File: config.mk
export PLATFORM = sky130hd
export DESIGN_NAME = noc_rx_arbiter
export DESIGN_NICKNAME = d
export VERILOG_FILES = /design/src/rtl/noc_rx_arbiter.sv
export SDC_FILE = /design/constraint.sdc
export NUM_CORES = 1
export LEC_CHECK = 0
export ABC_AREA = 1
export BUFFER_PORTS_ARGS = -buffer_cell sky130_fd_sc_hd__clkbuf_2
export CORE_MARGIN = 2
export CORE_UTILIZATION = 44
export CTS_CLUSTER_DIAMETER = 150
export CTS_CLUSTER_SIZE = 28
export DETAILED_ROUTE_END_ITERATION = 10
export GPL_ROUTABILITY_DRIVEN = 0
export GPL_TIMING_DRIVEN = 1
export HOLD_SLACK_MARGIN = 0.05
export PLACE_DENSITY = 0.75
export SYNTH_ARGS = -nofsm -noshare
export SYNTH_HDL_FRONTEND = slang
export SYNTH_SLANG_ARGS = --single-unit
export TNS_END_PERCENT = 100
File: constraint.sdc
create_clock -name clk -period 2.7 [get_ports clk]
set_clock_uncertainty 0.2 [all_clocks]
set_input_delay 0.135 -clock clk [delete_from_list [all_inputs] [get_ports clk]]
set_output_delay 0.135 -clock clk [all_outputs]
set_load 0.02 [all_outputs]
File: src/rtl/noc_rx_arbiter.sv
// noc_rx_arbiter: round-robin arbiter moving complete receiver packets onto one registered valid/ready port
module noc_rx_arbiter #(
  parameter int N_RX = 4,
  parameter int PACKET_BITS = 16,
  parameter int PADDING_BITS = 8,
  parameter int CNT_WIDTH = 16,
  localparam int SW = $clog2(N_RX)
) (
  input  logic                         clk,
  input  logic                         rst,
  input  logic                         en,
  input  logic [N_RX-1:0]              rx_valid,
  input  logic [N_RX*PACKET_BITS-1:0]  rx_packet,
  input  logic [N_RX*PADDING_BITS-1:0] rx_padding,
  output logic [N_RX-1:0]              rx_flush,
  output logic                         out_valid,
  input  logic                         out_ready,
  output logic [PACKET_BITS-1:0]       out_packet,
  output logic [PADDING_BITS-1:0]      out_padding,
  output logic [SW-1:0]                out_src,
  output logic [CNT_WIDTH-1:0]         pkt_count
);
  typedef enum logic {IDLE, HOLD} state_t;
  state_t state_q, state_d;
  logic [N_RX-1:0] flush_q, flush_d, elig;
  logic [SW-1:0] rr_q, rr_d, src_q, src_d, grant, idx;
  logic [PACKET_BITS-1:0] pkt_q, pkt_d;
  logic [PADDING_BITS-1:0] pad_q, pad_d;
  logic [CNT_WIDTH-1:0] cnt_q, cnt_d;
  logic found, can_load, hs;
  logic [PACKET_BITS-1:0] pkts [N_RX];
  logic [PADDING_BITS-1:0] pads [N_RX];
  for (genvar g = 0; g < N_RX; g++) begin : g_unpack
    assign pkts[g] = rx_packet[g*PACKET_BITS +: PACKET_BITS];
    assign pads[g] = rx_padding[g*PADDING_BITS +: PADDING_BITS];
  end
  // a receiver flushed this cycle still shows valid, so it is masked out
  assign elig = rx_valid & ~flush_q;
  always_comb begin
    grant = '0;
    idx = '0;
    found = 1'b0;
    for (int k = 0; k < N_RX; k++) begin
      idx = SW'((int'(rr_q) + k) % N_RX);
      if (!found && elig[idx]) begin
        found = 1'b1;
        grant = idx;
      end
    end
  end
  assign hs = (state_q == HOLD) && out_ready;
  assign can_load = en && found && (state_q == IDLE || out_ready);
  always_comb begin
    state_d = state_q;
    flush_d = '0;
    rr_d = rr_q;
    src_d = src_q;
    pkt_d = pkt_q;
    pad_d = pad_q;
    cnt_d = cnt_q + CNT_WIDTH'(hs);
    if (can_load) begin
      state_d = HOLD;
      flush_d = N_RX'(1) << grant;
      rr_d = (grant == SW'(N_RX - 1)) ? '0 : grant + SW'(1);
      src_d = grant;
      pkt_d = pkts[grant];
      pad_d = pads[grant];
    end else if (hs) begin
      state_d = IDLE;
    end
  end
  always_ff @(posedge clk) begin
    if (rst) begin
      state_q <= IDLE;
      flush_q <= '0;
      rr_q <= '0;
      src_q <= '0;
      pkt_q <= '0;
      pad_q <= '0;
      cnt_q <= '0;
    end else begin
      state_q <= state_d;
      flush_q <= flush_d;
      rr_q <= rr_d;
      src_q <= src_d;
      pkt_q <= pkt_d;
      pad_q <= pad_d;
      cnt_q <= cnt_d;
    end
  end
  assign rx_flush = flush_q;
  assign out_valid = (state_q == HOLD);
  assign out_packet = pkt_q;
  assign out_padding = pad_q;
  assign out_src = src_q;
  assign pkt_count = cnt_q;
endmodule
---- Word level (Yosys, flattened, before mapping) ----
Cells that the tools add are included.
operators by class
  add/subtract/negate cells ............... 5
  magnitude comparators ................... 5
  eq/ne operators ......................... 1
  shift-type cells ........................ 1
  multiplexer cells ....................... 25
  bitwise operators ....................... 5
  reduce and logical (&&, ||, !) cells .... 12
operator list
  operator                                                     number
  binary-select mux 16 bit (select 2 bit)                      1
  2-to-1 mux 16 bit                                            2
  adder 16 x 1 -> 16 bit                                       1
  binary-select mux 8 bit (select 2 bit)                       1
  2-to-1 mux 8 bit                                             2
  less-than comparator 2 x 3 -> 1 bit (second input constant)  4
  2-to-1 mux 1 bit                                             10
  2-to-1 mux 2 bit                                             5
  binary-select mux 1 bit (select 2 bit)                       4
  logical AND 1 bit                                            6
  adder 2 x 1 -> 2 bit (second input constant)                 2
  adder 2 bit (second input constant)                          2
  bitwise AND 4 bit                                            1
  NOT 4 bit                                                    1
  << shifter 1 x 2 -> 4 bit (first input constant)             1
  greater-or-equal comparator 3 bit (second input constant)    1
  zero test 1 bit                                              3
  NOT 2 -> 3 bit                                               1
  == test 2 bit (second input constant)                        1
  NOT 1 bit                                                    2
  nonzero test 2 bit                                           1
  OR reduction 2 bit                                           1
  logical OR 1 bit                                             1
storage, ports and cells
  flip-flop bits (word level) ............. 49
  input port bits ......................... 104
  output and inout port bits .............. 47
  logic and storage cells ................. 61

---- Logic depth before layout (Yosys ltp) ----
Gate-level depths: netlist of run 1.
  depth after elaboration ................. 18
  depth in mapped cells ................... 16
  depth with buffers taken out ............ 14

---- Least setup slack after synthesis of run 1 ----
No wires, ideal clock.
  path kind ............................... flip-flop to flip-flop
  start point ............................. register state_q, in the netlist out_valid
  end point ............................... register cnt_q[14], in the netlist pkt_count[14]
  setup time .............................. 0.132 ns
  data arrival time ....................... 1.984 ns
  data required time ...................... 2.368 ns
  path slack .............................. 0.385 ns
  cell stages (with the launch flop) ...... 15
  buffers on the path ..................... 0
  clock period less this slack ............ 2.315 ns
  cell sequence ........................... dfxtp_1 -> nand2_1 -> inv_1 -> ha_1 -> ha_1 -> nand2_1 -> nor2_1 -> nand2_1 -> nor2_1 -> nand2_1 -> inv_1 -> nand4_1 -> nor3_1 -> and3_1 -> nor3_1
on the way
  cells in the longest elaborated chain, start to end .. 2
RTL lines
  what                    RTL line  source
  start, declared         24        state_t state_q, state_d;
  start signal, assigned  82        state_q <= state_d;
  logical AND 1 bit       51        assign hs = (state_q == HOLD) && out_ready;
  adder 16 x 1 -> 16 bit  60        cnt_d = cnt_q + CNT_WIDTH'(hs);
  end signal, assigned    88        cnt_q <= cnt_d;
  end, declared           29        logic [CNT_WIDTH-1:0] cnt_q, cnt_d;
No other way between the ends.
A chain may end at the register's enable or synchronous reset.

---- Final worst setup path of run 1 ----
  start point ............................. input out_ready
  end point ............................... register cnt_q[14], in the netlist pkt_count[14]
on the way
  cells in the longest elaborated chain, start to end .. 2
RTL lines
  what                    RTL line  source
  start, declared         17        input logic out_ready,
  logical AND 1 bit       51
  adder 16 x 1 -> 16 bit  60
No other way between the ends.

==> results of run 1 <==
## metal layers
| layer | vias up | wire length, um | track usage [%] | part of all wire [%] |
|---|---|---|---|---|
| met5 | - | 0 | 0 | 0 |
| li1 | 2134 | - | - | - |
| met4 | 0 | 414 | 9.80 | 3.8 |
| met3 | 46 | 808 | 5.32 | 7.4 |
| met1 | 1927 | 4580 | 30.8 | 42 |
| met2 | 213 | 5160 | 40.0 | 47 |
## cell families after synthesis
logic type      synth area share (%)
xor+xnor                       0.249
fa+ha+maj                      0.711
compound gates                  9.00
buf+inv                         21.2
simple gates                    40.9
flops                           27.9
## stage by stage
step | instances | hold slack, ns | utilization (%) | setup slack [ns]
2_1_floorplan | 562 | 0.0111 | - | 0.385
5_1_grt | 837 | 0.0711 | 62.0 | -0.0425
6_report | 837 | 0.0357 | 62.0 | 0.169
4_1_cts | 837 | 0.0502 | 61.9 | 0.105
3_5_place_dp | 789 | 0.270 | 55.4 | 0.153
3_3_place_gp | 789 | 0.264 | 55.4 | 0.263
## synth_stat cells (all sizes together), types with 2 or more instances
master  instances
a21oi          14
dfxtp          49
and3            2
nand4          54
nor3            5
o21a           26
clkbuf          8
nand3          95
o21ai           6
nor2           19
inv           142
nand2         107
ha              2
buf            26
## cells in the final DEF (no fill, tap or decap), types with 7 or more instances in the layout
cell             n
dlygate4sd3_1   40
a21oi_1         14
nand4_1         53
o21a_1          26
nand3_1         86
nand3_2          7
inv_1          138
clkbuf_2       150
nand2_1        102
nor2_1          18
buf_4            7
dfxtp_1         48
## registers in the layout, indices dropped and copies added, names as in the netlist
name and flops:
out_padding 8, rx_flush 4, out_valid 1, out_packet 16, pkt_count 16, out_src 2, rr_q 2
## worst max-delay path: cells and delay by family
kind	cells	cell delay [ns]
simple gates	10	1.24
buf+inv	4	0.80
fa+ha+maj	2	0.33
## final cells by class
class	count	area, um^2
clock buffers	5	68.8
fillers	707	2940
multi-input cells	336	1800
repair buffers	199	1240
inverters	143	542
clock inverters	3	28.8
well taps	102	128
flip-flops and latches	49	982
## repair_timing
item,4_1_cts,5_1_grt
hold endpoints to repair,31,0
gates resized for setup,0,3
endpoints found under the setup margin,0,20
hold buffers,40,0
## where the power goes
group	total, mW	switching [mW]	internal (mW)
clock	0.481	0.286	0.195
combinational	2.82	1.83	0.986
sequential	1.03	0.125	0.903
total	4.32	2.24	2.08
## worst max-delay path by stage
| stage | start | slack, ns | cells past startpoint | endpoint |
|---|---|---|---|---|
| after floorplan | out_valid | 0.38 | 14 | pkt_count[14] |
| after global routing | out_ready | -0.04 | 16 | pkt_count[14] |
| after CTS | rr_q[0] | 0.11 | 14 | out_padding[0] |
| final | out_ready | 0.17 | 16 | pkt_count[14] |
| after detailed placement | rr_q[0] | 0.15 | 14 | out_padding[0] |
| after global placement | rr_q[0] | 0.26 | 14 | out_padding[0] |
==> results.md, run 1 <==
- The post-route clock period utilization is 93.7%.
- For the pin with the worst max-slew slack, the measured transition is 0.441 ns.
- Synthesis instantiated 31 different standard cells from the library.
- Entering global routing, the biggest net connects 38 pins.
- The starting density of the core is 45.5%.
- The signal on the critical path passes through dlygate4sd3_1 -> clkbuf_2 -> nand2_1 -> inv_1 -> ha_1 -> ha_1 -> nand2_1 -> nor2_2 -> nand2_1 -> nor2_1 -> nand2_1 -> inv_1 -> nand4_1 -> nor3_2 -> and3_1 -> nor3_1.
- In the final design database the tool counted 840 nets.
- The net count of the mapped netlist is 668.
- The total number of yosys warnings is 0.
- The share of Yosys cell area claimed by the top area cell type is between 20% and 30%.
- Sequential elements use approximately 28% of the synthesized area.
- The TritonCTS clock tree is done.
- The detail route stage leaves a number of antenna-violating nets equal to 0.
- The critical path in this run is classified as primary input to register.
- The number of max-cap violations is 0.
- The H-tree was split into 2 levels.
- In this run, the number of DRC markers left after iteration 0 of detailed routing was 203.
- The post-synthesis area per instance is 6.26 um^2.
- The startpoint identified for the worst register-to-register timing path is rr_q[1].
- The count of unresolved DRC violations after routing is 0.
- Counting instances, the worst hold path has a depth of 7.
- The wire length of the first global-routing pass is 17500 um.
- The total area inside the core boundary comes to 0.00773 mm^2.
- The class of the tightest hold or removal check is primary input to register.
- The number of global-route vias before repair is approximately 4000.
- Clock tree synthesis found a total of 49 sinks.
- The cell leakage power is 2.81 nW.
- The leading register cell type out of synthesis is dfxtp_1.
- Of all nets on the critical path, the largest fanout is 4.
- The final setup violation count is 0.
- The cell repeated most along the worst path is nand2_1.
- The tree is rooted in a clkbuf_8.
- STA classifies the critical path endpoint as a register.
- The register bit count reported by yosys is 49.
- The die is 93.4 um tall.
- The total detailed-routing wirelength is 11000 um.
- The stage delay of the slowest cell on the critical path is between 0.5 and 0.6 ns.
- The number of pins with negative max-slew slack in the final report is 0.
- For this run the aggregate overflow at the end of global routing stands at 0.
- The worst reg-to-reg path cell count is 14.
- After synthesis, the cell types taking the most area are dfxtp_1 (28%), inv_1 (15%), nand3_1 (12%).
- The fraction of synthesis flops using an asynchronous set or reset pin is 0%.
- The wire-length estimate of the detail-placed layout is about 7700 um.
- Before antenna repair, the detailed router went through 5 iterations.
- After routing, the total negative slack on setup checks comes to 0 ns.
- After routing the design area is 0.00479 mm^2.
- The total setup buffers inserted after CTS is 0.
- Of the cells placed in the final design, the portion with a size suffix greater than 1 is 25.7%.
- Summed over all instances, the cell type with the most area after synthesis is dfxtp_1.
- The worst reg2reg path endpoint is out_packet[4].
- The final number of hold-violating endpoints was 0.
- Measured against its own limit, the worst slew margin works out to 70.6%.
- The area added between synthesis and finish is 36.2%.
- The power density normalized to cell area is 903 mW/mm^2.
- For the worst setup path, the data required time is 2.71 ns.
- Setup repair after global routing could not meet its margin everywhere.
- The endpoint arrival time on the critical path is roughly 2.5 ns.
- The die covers 0.00873 mm^2.
- The worst ir drop on vdd is roughly 600 uV.
- The post-detailed-route via-to-cell ratio is 5.16.
- The antenna diode instance count is 0.
- In the final routed layout, each cell accounts on average for 13.1 um.
- The clock period could shrink to 2.53 ns.
- The initial antenna violation count was 0.
- The endpoint of the worst hold-timing path is out_packet[1].
- The area of placed instances is 0.00428 mm^2.
- The flow ran to the end, and the final reports show no timing, DRC or antenna violations.
- The worst-skew pair later-pin latency is a little over 0.3 ns.
- Summing every instance area after synthesis gives around 0.0035 mm^2.
- The worst setup path is launched from a primary input.
- The count of vias placed by the detailed router is 4320.
- The total clock buffers created by CTS is 5.
- The clock passes through at most 2 buffers.
- After technology mapping, the gate count stands at about 560.
- The global-route total usage across every layer is between 20 and 25%.
- Static timing analysis puts the maximum clock frequency at 395 MHz.
- The start point of the worst hold path is rx_packet[1].
- The cell at the slowest stage of the critical path is dlygate4sd3_1.
- The top-level port count is ~150.
- The count of buffers added on input and output ports is 150.
- The floorplan has 32 rows.
- The post-CTS clock slew at the launch and capture registers of the worst setup and hold paths is ~0.11 ns.
- The minimum setup slack among reg-to-reg paths is 0.24 ns.
- The number of enable-type register cells in the synthesized netlist is 0.
- The overall power after layout is 4.32 mW.
- The die width is a little over 90 um.
No activity file was read; power rests on OpenSTA's default activity.
==> inputs of run 2 (changes only) <==
--- a/config.mk
+++ b/config.mk
@@ -15,6 +15,7 @@
 export GPL_ROUTABILITY_DRIVEN = 0
 export GPL_TIMING_DRIVEN = 1
 export HOLD_SLACK_MARGIN = 0.05
+export MAX_ROUTING_LAYER = met4
 export PLACE_DENSITY = 0.75
 export SYNTH_ARGS = -nofsm -noshare
 export SYNTH_HDL_FRONTEND = slang
==> run 2 against run 1 <==
Effect of this change:
- design area unchanged
- worst hold slack better by 0.0045 ns
- utilization unchanged
- critical path depth unchanged
- die area unchanged
- first-iteration DRC count up 13%
- combinational power about the same
- register-to-register slack worse by 0.02 ns
- critical endpoint unchanged
- highest routed layer unchanged
==> results.md, run 2 (synthesized netlist as in run 1, its figures left out) <==
- Outcome: finished clean (unchanged).
- The uppermost metal layer occupied by signal nets was met4 (unchanged).
- The slew at the pin closest to its max-slew limit is 0.457 ns (was 0.441 ns).
- The final number of hold-violating endpoints is 0 (unchanged).
- The hold slack is 0.0403 ns (was 0.0357 ns).
- The cell family with the largest share of critical-path delay is simple AND/OR/NAND/NOR gates (unchanged).
- The routed metal-1 wire length was 4610 um (was 4580 um).
- The total setup buffers inserted after CTS is 0 (unchanged).
- The area of the die is 0.00873 mm^2 (unchanged).
- The final setup violation count is 0 (unchanged).
- The class of the tightest hold or removal check is primary input to register (unchanged).
- The count of vias placed by the detailed router is 4299 (was 4320).
- The post-detailed-route via-to-cell ratio is 5.14 (was 5.16).
- The minimum clock period after layout is 2.53 ns (about the same).
- The total clock buffers created by CTS is 5 (unchanged).
- The path type of the worst setup path is primary input to register (unchanged).
- The number of buffers and inverters on the critical path came to 4 (unchanged).
- The cell leakage power is 2.81 nW (unchanged).
- The stage delay of the slowest cell on the critical path is 0.54 ns (about the same).
- The total detailed-routing wirelength is 11000 um (about the same).
- The post-placement worst setup slack is 0.153 ns (unchanged).
- The worst setup slack after layout was 0.169 ns (about the same).
- The root buffer cell is clkbuf_8 (unchanged).
- The highest attainable clock frequency is 395 MHz (about the same).
- The number of placement rows was 32 (unchanged).
- The capturing element type of the critical path is a register (unchanged).
- The commonest non-fill, non-tap cell in the layout is clkbuf_2 (unchanged).
- The area added between synthesis and finish came to 36.2% (unchanged).
- The wire length per cell after detailed routing is 13.1 um (about the same).
- The wire length of the first global-routing pass came to 17400 um (was 17500 um).
- The number of routed nets with antenna violations is 0 (unchanged).
- The number of input and output port buffers inserted is 150 (unchanged).
- The relative slew slack is 69.5% (was 70.6%).
- The count of non-filler cells in the finished layout is 837 (unchanged).
- The die height came to 93.4 um (unchanged).
- The post-CTS clock slew at the launch and capture registers of the worst setup and hold paths came to 0.11 ns (about the same).
- The share of cells above drive strength 1 was 25.7% (unchanged).
- The maximum clock path buffer count is 2 (unchanged).
- The floorplan core area is 0.00773 mm^2 (unchanged).
- The final net count came to 840 (unchanged).
- The required time at the endpoint of the critical path is 2.70 ns (was 2.71 ns).
- The TritonCTS clock tree was done (unchanged).
- The die width came to 93.4 um (unchanged).
- The placed wire-length estimate after detailed placement came to 7710 um (unchanged).
- The pin count of the biggest net entering global routing is 38 (unchanged).
- The clock sink count is 49 (unchanged).
- The initial antenna violation count is 0 (unchanged).
- The setup TNS was 0 ns (unchanged).
- The remaining global-route overflow was 0 (unchanged).
- The overall power after layout came to 4.33 mW (was 4.32 mW).
- The cell at the slowest stage of the critical path is dlygate4sd3_1 (unchanged).
- The length of the first detailed-routing pass in iterations is 6 (was 5).
- The number of placed cells counting well taps is 789 (unchanged).
- The endpoint arrival time on the critical path is 2.53 ns (was 2.54 ns).
- The global-route total usage across every layer is 25.0% (was 24.3%).
- Setup repair after global routing missed its margin: true (unchanged).
- The cell repeated most along the worst path was nand2_1 (unchanged).
- The worst-skew pair later-pin latency is 0.31 ns (about the same).
- The top-level port count was 151 (unchanged).
- The initial DRC count was 229 (was 203).
- The count of unresolved DRC violations after routing was 0 (unchanged).
- Worst-path cell chain: dlygate4sd3_1 -> clkbuf_2 -> nand2_1 -> inv_1 -> ha_1 -> ha_1 -> nand2_1 -> nor2_2 -> nand2_1 -> nor2_1 -> nand2_1 -> inv_1 -> nand4_1 -> nor3_2 -> and3_1 -> nor3_1 (unchanged).
- The maximum level of the CTS H-tree was 2 (unchanged).
- The antenna diode instance count came to 0 (unchanged).
- The type of origin of the critical path was a primary input (unchanged).
- The amount of wire on met3 after detailed routing is 764 um (was 808 um).
- The maximum fanout encountered on the critical timing path came to 4 (unchanged).
- The post-route clock period utilization is 93.8% (was 93.7%).
- The length of routed met2 wiring is 5220 um (was 5160 um).
- The power density normalized to cell area is 903 mW/mm^2 (about the same).
- The number of pins with negative max-slew slack in the final report is 0 (unchanged).
- The worst ir drop on vdd is 612 uV (was 603 uV).
- Most used cells in the layout excluding fill and tap cells: clkbuf_2 (150), inv_1 (138), nand2_1 (102) (unchanged).
- The starting density of the core is 45.5% (unchanged).
- The fill cell instance count of the final layout was 707 (unchanged).
- The number of max-cap violations is 0 (unchanged).
- The number of global-route vias before repair is 3966 (was 3964).
## run 2: cell counts in the layout (fill, tap and decap cells not counted)
Identical to the previous run, type by type.
## run 2: final timing paths
path                      from             end  slack [ns]  cells past startpoint
hold / removal    rx_packet[1]   out_packet[1]        0.04                      7
hold reg to reg     out_src[1]      out_src[1]        0.29                      2
setup reg to reg       rr_q[1]  out_padding[0]        0.22                     14
setup / recovery     out_ready   pkt_count[14]        0.17                     16
## run 2: final cells by class
type	instances	area, um^2	area share (%)
sequential	49	982	20.5
clock inverter	3	28.8	0.601
multi-input combinational	336	1800	37.5
clock buffer	5	68.8	1.44
tap	102	128	2.66
timing repair buffer	199	1240	26.0
inverter	143	542	11.3
## run 2: stage by stage
step / area, um^2 / util [%]
finish: 4790 / 62.0
global route: 4790 / 62.0
CTS: 4780 / 61.9
detailed placement: 4280 / 55.4
global placement: 4280 / 55.4
floorplan: 3520 / -
## run 2: timing repair
action / CTS / global route
gates resized for setup: 0 / 3
endpoints found under the hold margin: 31 / 0
hold buffers: 40 / 0
endpoints found under the setup margin: 0 / 20
## run 2: worst register-to-register path, stage by stage, from the launching register on
cell	delay (ns)
dfxtp_1	0.51
inv_2	0.13
nand2_1	0.08
nand2_1	0.09
nand3_2	0.09
nand2_4	0.08
nand2_4	0.09
nand3_4	0.21
nand3_4	0.30
buf_12	0.23
nand2_1	0.08
nand3_1	0.12
nand3_1	0.09
nand2_1	0.06
inv_1	0.03
## run 2: per-layer routing
metal	GRT usage, %	up-vias
li1	-	2129
met1	30.9	1919
met2	39.9	210
met3	5.00	41
met4	10.0	0
met5	-	-
## run 2: report_power, final
group          switching, mW  internal [mW]
registers              0.125          0.903
logic                   1.83          0.986
clock network          0.284          0.194
total                   2.24           2.08
